<file path="src/rtl/svc_uart_rx.sv">
`default_nettype none
// +--------------------------------------------------------------------------+
// | Module   : svc_uart_rx                                                   |
// | Function : 8N1 UART receiver, glitch-filtered start detect, mid-bit      |
// |            sampling, 1-entry valid/ready holding register.               |
// |            Define SVC_UART_RX_PARITY_EN for an even-parity bit (8E1).    |
// | Revision : 1.0                                                           |
// +--------------------------------------------------------------------------+
module svc_uart_rx #(
    parameter int CLOCK_FREQ = 100_000_000,
    parameter int BAUD_RATE  = 115_200
) (
    input  logic       clk,
    input  logic       rst,
    input  logic       uart_rx,
    output logic       urx_valid,
    output logic [7:0] urx_data,
    input  logic       urx_ready,
    output logic       urx_frame_err,
    output logic       urx_overrun,
    output logic       urx_parity_err
);

    localparam int CLKS_PER_BIT = CLOCK_FREQ / BAUD_RATE;
    localparam int c_tw         = (CLKS_PER_BIT > 1) ? $clog2(CLKS_PER_BIT) : 1;
    localparam logic [c_tw-1:0] c_full_bit = c_tw'(CLKS_PER_BIT - 1);
    localparam logic [c_tw-1:0] c_half_bit = c_tw'(CLKS_PER_BIT / 2 - 1);

    generate
        if (CLKS_PER_BIT < 4) begin : g_bad_baud
            $fatal(1, "svc_uart_rx: CLOCK_FREQ/BAUD_RATE must be at least 4");
        end
    endgenerate

    typedef enum logic [2:0] {
        S_IDLE      = 3'd0,
        S_START     = 3'd1,
        S_DATA      = 3'd2,
`ifdef SVC_UART_RX_PARITY_EN
        S_PARITY    = 3'd3,
`endif
        S_STOP      = 3'd4,
        S_WAIT_HIGH = 3'd5
    } state_t;

    state_t          r_state;
    state_t          w_state_next;
    logic            r_rx_meta;
    logic            r_rx_s;
    logic [c_tw-1:0] r_timer;
    logic [2:0]      r_idx;
    logic [7:0]      r_shift;
    logic            r_valid;
    logic [7:0]      r_data;
    logic            r_frame_err;
    logic            r_overrun;

    logic            w_tick;
    logic            w_load_half;
    logic            w_load_full;
    logic            w_shift_en;
    logic            w_commit;
    logic            w_frame_err;

`ifdef SVC_UART_RX_PARITY_EN
    logic            r_par;
    logic            r_parity_err;
    logic            w_par_sample;
    logic            w_parity_err;
    logic            w_par_ok;

    // Even parity: data bits plus parity bit must hold an even number of ones.
    assign w_par_ok = ~(r_par ^ (^r_shift));
`endif

    assign w_tick = (r_timer == '0);

    // Two-flop synchronizer; idles high so reset does not look like a start bit.
    always_ff @(posedge clk or posedge rst) begin
        if (rst) begin
            r_rx_meta <= 1'b1;
            r_rx_s    <= 1'b1;
        end else begin
            r_rx_meta <= uart_rx;
            r_rx_s    <= r_rx_meta;
        end
    end

    always_ff @(posedge clk or posedge rst) begin
        if (rst) begin
            r_state <= S_IDLE;
        end else begin
            r_state <= w_state_next;
        end
    end

    always_comb begin
        w_state_next = r_state;
        w_load_half  = 1'b0;
        w_load_full  = 1'b0;
        w_shift_en   = 1'b0;
        w_commit     = 1'b0;
        w_frame_err  = 1'b0;
`ifdef SVC_UART_RX_PARITY_EN
        w_par_sample = 1'b0;
        w_parity_err = 1'b0;
`endif
        case (r_state)
            S_IDLE: begin
                if (!r_rx_s) begin
                    w_state_next = S_START;
                    w_load_half  = 1'b1;
                end
            end
            S_START: begin
                // A start bit that is gone by mid-bit is a glitch, not a frame.
                if (w_tick) begin
                    if (!r_rx_s) begin
                        w_state_next = S_DATA;
                        w_load_full  = 1'b1;
                    end else begin
                        w_state_next = S_IDLE;
                    end
                end
            end
            S_DATA: begin
                if (w_tick) begin
                    w_shift_en  = 1'b1;
                    w_load_full = 1'b1;
                    if (r_idx == 3'd7) begin
`ifdef SVC_UART_RX_PARITY_EN
                        w_state_next = S_PARITY;
`else
                        w_state_next = S_STOP;
`endif
                    end
                end
            end
`ifdef SVC_UART_RX_PARITY_EN
            S_PARITY: begin
                if (w_tick) begin
                    w_par_sample = 1'b1;
                    w_load_full  = 1'b1;
                    w_state_next = S_STOP;
                end
            end
`endif
            S_STOP: begin
                // Leaving at mid-stop lets a start bit right after stop be caught.
                if (w_tick) begin
                    if (r_rx_s) begin
                        w_state_next = S_IDLE;
`ifdef SVC_UART_RX_PARITY_EN
                        if (w_par_ok) begin
                            w_commit = 1'b1;
                        end else begin
                            w_parity_err = 1'b1;
                        end
`else
                        w_commit = 1'b1;
`endif
                    end else begin
                        w_frame_err  = 1'b1;
                        w_state_next = S_WAIT_HIGH;
                    end
                end
            end
            S_WAIT_HIGH: begin
                if (r_rx_s) begin
                    w_state_next = S_IDLE;
                end
            end
            default: begin
                w_state_next = S_IDLE;
            end
        endcase
    end

    always_ff @(posedge clk or posedge rst) begin
        if (rst) begin
            r_timer <= '0;
            r_idx   <= 3'd0;
            r_shift <= 8'd0;
        end else begin
            if (w_load_half) begin
                r_timer <= c_half_bit;
            end else if (w_load_full) begin
                r_timer <= c_full_bit;
            end else if (r_timer != '0) begin
                r_timer <= r_timer - 1'b1;
            end

            if (w_shift_en) begin
                r_shift <= {r_rx_s, r_shift[7:1]};
                r_idx   <= r_idx + 3'd1;
            end else if (r_state != S_DATA) begin
                r_idx   <= 3'd0;
            end
        end
    end

`ifdef SVC_UART_RX_PARITY_EN
    always_ff @(posedge clk or posedge rst) begin
        if (rst) begin
            r_par        <= 1'b0;
            r_parity_err <= 1'b0;
        end else begin
            if (w_par_sample) begin
                r_par <= r_rx_s;
            end
            r_parity_err <= w_parity_err;
        end
    end

    assign urx_parity_err = r_parity_err;
`else
    assign urx_parity_err = 1'b0;
`endif

    // A commit into a full, non-accepting register drops the new byte.
    always_ff @(posedge clk or posedge rst) begin
        if (rst) begin
            r_valid     <= 1'b0;
            r_data      <= 8'd0;
            r_frame_err <= 1'b0;
            r_overrun   <= 1'b0;
        end else begin
            r_frame_err <= w_frame_err;
            r_overrun   <= 1'b0;
            if (w_commit) begin
                if (!r_valid || urx_ready) begin
                    r_data  <= r_shift;
                    r_valid <= 1'b1;
                end else begin
                    r_overrun <= 1'b1;
                end
            end else if (r_valid && urx_ready) begin
                r_valid <= 1'b0;
            end
        end
    end

    assign urx_valid     = r_valid;
    assign urx_data      = r_data;
    assign urx_frame_err = r_frame_err;
    assign urx_overrun   = r_overrun;

endmodule
`default_nettype wire

</file>
<file path="config.mk">
export PLATFORM = sky130hd
export DESIGN_NAME = svc_uart_rx
export DESIGN_NICKNAME = d
export VERILOG_FILES = /design/src/rtl/svc_uart_rx.sv
export SDC_FILE = /design/constraint.sdc
export NUM_CORES = 1
export LEC_CHECK = 0
export ABC_AREA = 0
export CAP_MARGIN = 10
export CORE_ASPECT_RATIO = 0.75
export CORE_MARGIN = 2
export CORE_UTILIZATION = 60
export DETAILED_ROUTE_END_ITERATION = 7
export PLACE_DENSITY = 0.93
export SLEW_MARGIN = 20
export SYNTH_ARGS = -nofsm -noshare
export SYNTH_HDL_FRONTEND = slang
export SYNTH_SLANG_ARGS = --single-unit
</file>
<file path="constraint.sdc">
create_clock -name clk -period 4.3 [get_ports clk]
set_input_delay 0.43 -clock clk [delete_from_list [all_inputs] [get_ports clk]]
set_output_delay 0.43 -clock clk [all_outputs]
set_load 0.02 [all_outputs]
</file>
After elaboration in Yosys (flattened, before gate mapping)
Cells that the tools add are included.
Word-level totals
  output and inout port bits: 12
  word-level logic and storage cells: 66
  register bits after elaboration: 37
Operators by class
  reductions and logical operators: 12
  multiplexer cells: 29
  eq/ne operators: 13
  $add $sub $neg: 2
Operators with widths (count)
  $mux 10: 3
  $mux 3: 9
  $pmux 3 s5: 1
  $mux 1: 14
  $ne 2x2->1 const B: 6
  $logic_not 10->1: 1
  $reduce_bool 10->1: 1
  $sub 10x1->10 const B: 1
  $eq 3x3->1 const B: 3
  $reduce_and 6->1: 1
  $reduce_and 2->1: 2
  $reduce_bool 2->1: 2
  $add 3x1->3 const B: 1
  $eq 3x1->1 const B: 1
  $eq 3x2->1 const B: 1
  $logic_not 3->1: 1
  $ne 3x2->1 const B: 1
  $reduce_bool 3->1: 1
  $mux 2: 1
  $ne 2x1->1 const B: 1
  $pmux 1 s2: 1
  $logic_and 1x1->1: 1
  $logic_not 1->1: 1
  $logic_or 1x1->1: 1

Logic depth before layout (Yosys ltp)
  depth in word-level cells: 5
  gate-level depth with buffers: 8

Least setup slack after synthesis
OpenSTA, ideal clock, no wires.
  path type: register -> register
  start: register r_timer[5]
  end: register r_data[0], in the netlist urx_data[0]
  buffers on the path: 1
  arrival time: 2.171 ns
  cell stages (with the launch flop): 6
  library setup time: 0.125 ns
  clock period less this slack: 2.295 ns
  data required time: 4.175 ns
  path slack: 2.005 ns
  cells stage by stage: dfrtp_1 -> or4_4 -> or3_1 -> clkbuf_2 -> nor3b_4 -> mux2_2
On the way
  word-level cells in the longest chain between the ends: 4
RTL lines
  start, declared: RTL line 50  | logic [c_tw-1:0] r_timer;
  start signal, assigned: RTL line 186  | r_timer <= c_half_bit;
  start signal, assigned: RTL line 188  | r_timer <= c_full_bit;
  start signal, assigned: RTL line 190  | r_timer <= r_timer - 1'b1;
  $logic_not 10->1: RTL line 76  | assign w_tick = (r_timer == '0);
  $mux 1: RTL line 150  | if (w_tick) begin
  $mux 1: RTL line 108  | case (r_state)
  $reduce_and 2->1 (no source line)
  end signal, assigned: RTL line 232  | r_data <= r_shift;
  end, declared: RTL line 54  | logic [7:0] r_data;
Every way passes these cells.
A chain may end at the register's enable or synchronous reset.

Final worst setup path
  start: register r_timer[5]
  end: register r_data[7], in the netlist urx_data[7]
Same word-level chain as after synthesis.

==> impl_results.md <==
- Critical Path AT: 2830 ps
- Fin. max-slew vios: 0
- TritonCTS clock tree: yes
- First-pass GRT wire length: 5954 um
- Synth top area share: 0.5251
- Wire length per cell: 17.46 um
- Asr flop ratio synth: 1.000
- Largest net degree at the start of global routing: 38
- Gr ovfl total: 0
- Via count: 1113
- Slew margin rel.: 0.6718
- CTS HTree Levels: 2
- Sink Count: 37
- Root buffer cell: clkbuf_8
- Clock Skew: 7.879 ps
- Die width: 64.88 um
- Syn. warnings: 0
- Peak per-stage delay on the critical path: 620 ps
- Tightest Hold Check Type: flop to flop
- Final hold viol count: 0
- Synthesized area: 1668 sq um
- Die Area: 3222 sq um
- Vias in the first global route: 1208
- Setup TNS Final: 0 ps
- # resized after CTS: 0
- Fin crit period: 2664 ps
- Top-count cell post-synth: dfrtp_1
- Total track usage: 0.2573
- Max-cap viol count: 0
- Worst-case clock buffer depth: 2
- Nets: 165
- RSZ-0062 raised after global routing: no
- Post-CTS setup buffer count: 0
- Std-Cell Rows: 16
- Post-route ant nets: 0
- Max VDD drop: 0.2995 mV
- Outcome: complete, no violations
- Worst path cell trace: or4_4 -> or3_1 -> nor3b_4 -> mux2_2
- Num CTS Buffers: 5
- Ports: 16
- Endpoint class of the critical path: flop
- Number of synthesized flops with an enable pin: 0
- GP Congestion: 0.8371
- N_diodes: 0
- P&R area growth vs syn: 15.98%
- Pleak: 0.8614 nW
- Die H: 49.66 um
- Top cells by area, synth: dfrtp_1 (53%), mux2_2 (11%), dfstp_2 (3.2%)
- Peak Freq: 375.4 MHz
- First-pass DRT Iterations: 4
- Critical path fanouts, max: 14
- Vias/cell: 5.737
- Synth cell count leaders: dfrtp_1 (35), mux2_2 (16), nand2_1 (13), a21oi_1 (6), nor2_1 (6)
- Avg Inst Size Synth: 11.75 sq um
- Crit path max-delay cell type: or3_1
- DRT iter0 DRCs: 43
- Post-layout util: 0.7376
- Mapped Nets: 150
- Sequential share of the synthesized area: 0.5566
- Initial core utilization: 0.6360
- WP buf/inv: 0
- Clock transition at the registers of the reported paths: 70 ps
- Tightest Pin Transition: 488.6 ps
- Core Footprint: 2623 sq um
- Initial antenna violation count: 0
- CP Launch Type: flop
- Yosys reg bits: 37
- Setup CP Type: flop to flop
- Final setup violation count: 0
- Layout cells sized above 1: 0.2089
- Pwr/cell area: 323.3 nW/um^2
- Req. time, crit path: 4470 ps
- Drt drc: 0
- Clk_lat worst skew: 290 ps
- IO Port Bufs: 14
- Final period utilization: 0.6194
- # hold bufs at CTS: 0
- Cell class contributing the biggest share of worst-path delay: simple AND/OR/NAND/NOR gates
- Area leader, netlist: dfrtp_1
- DP Wirelength: 2331 um
- Top FF cell, synth: dfrtp_1
- Synth cell types: 39
- Final WL: 3387 um
- Cells after Synth: 142
==> logic make-up (layout without fill, tap and decap cells) <==
group	Yosys count	after routing	share of synthesized area
DFF	37	37	0.5566
AOI/OAI and AO/OA	22	22	0.08627
muxes	17	17	0.1140
xor gates and xnor gates	7	7	0.03676
adders and majority gates	4	4	0.03001
buffers and inverters	12	28	0.03000
and+or+nand+nor	42	42	0.1440
other	1	1	0.002248
==> metrics by stage <==
stage / total power, mW / instance area [sq um] / setup WS [ps] / cells / hold slack, ps
detailed placement: 0.3704 / 1833 / 1659 / 186 / 350.1
CTS: 0.6311 / 1934 / 1635 / 194 / 360.3
global route: 0.6432 / 1934 / 1554 / 194 / 368.2
finish: 0.6253 / 1934 / 1636 / 194 / 358.1
floorplan: 0.3655 / 1668 / 2005 / 142 / 345.2
global placement: 0.3697 / 1833 / 1789 / 186 / 348.1
==> area by class of cell <==
| class | instances | area [sq um] |
|---|---|---|
| Clock buffer | 7 | 96.34 |
| Fill cell | 180 | 688.2 |
| Clock inverter | 1 | 5.005 |
| Tap cell | 36 | 45.04 |
| Multi-Input combinational cell | 93 | 689.4 |
| Sequential cell | 37 | 928.4 |
| Timing Repair Buffer | 16 | 155.1 |
| Inverter | 4 | 15.01 |
==> per-layer routing <==
layer,GRT usage,vias up,routed length (um)
li1,-,524,-
met1,0.2842,551,1351
met2,0.4708,34,1874
met3,0.05708,4,122
met4,0.1170,0,38
met5,0,-,0
==> cell usage in the layout (no fill, tap or decap), drive strengths merged, types with 4 or more instances in the layout <==
cell           synthesis  final
dfrtp                 35     35
mux2                  16     16
clkbuf                 6      7
clkdlybuf4s50          0     14
nand2                 13     13
inv                    4      4
nor3                   5      5
ha                     4      4
o21ai                  5      5
nor2                   6      6
a21oi                  6      6
xor2                   5      5
nand2b                 4      4
==> final timing paths <==
check | startpoint | slack [ps] | depth (start not counted) | to
worst max-delay path | r_timer[5] | 1640 | 4 | urx_data[7]
worst min-delay path | r_rx_meta | 360 | 0 | r_rx_s
worst max register to register | r_timer[5] | 1640 | 4 | urx_data[7]
worst min register to register | r_rx_meta | 360 | 0 | r_rx_s
max in group asynchronous | rst | 3410 | 3 | r_rx_meta
min in group asynchronous | rst | 550 | 3 | r_shift[3]
==> power by group <==
group	leakage, nW	switching, mW	internal (mW)	total [mW]
registers	0.490	0.00121	0.350	0.351
logic	0.317	0.00844	0.00401	0.0124
clock network	0.0542	0.117	0.145	0.262
==> sequential cells by signal, summed over array words and instances (netlist names) <==
signal	count
r_state	3
r_shift	8
urx_frame_err	1
r_rx_meta	1
urx_valid	1
r_rx_s	1
urx_overrun	1
urx_data	8
r_idx	3
r_timer	10
==> worst register-to-register path, cell delays in order, from the launching register on <==
cell and delay (ps):
dfrtp_1 420, or4_4 580, or3_1 620, nor3b_4 540, mux2_2 400
No activity file was read; power rests on OpenSTA's default activity.
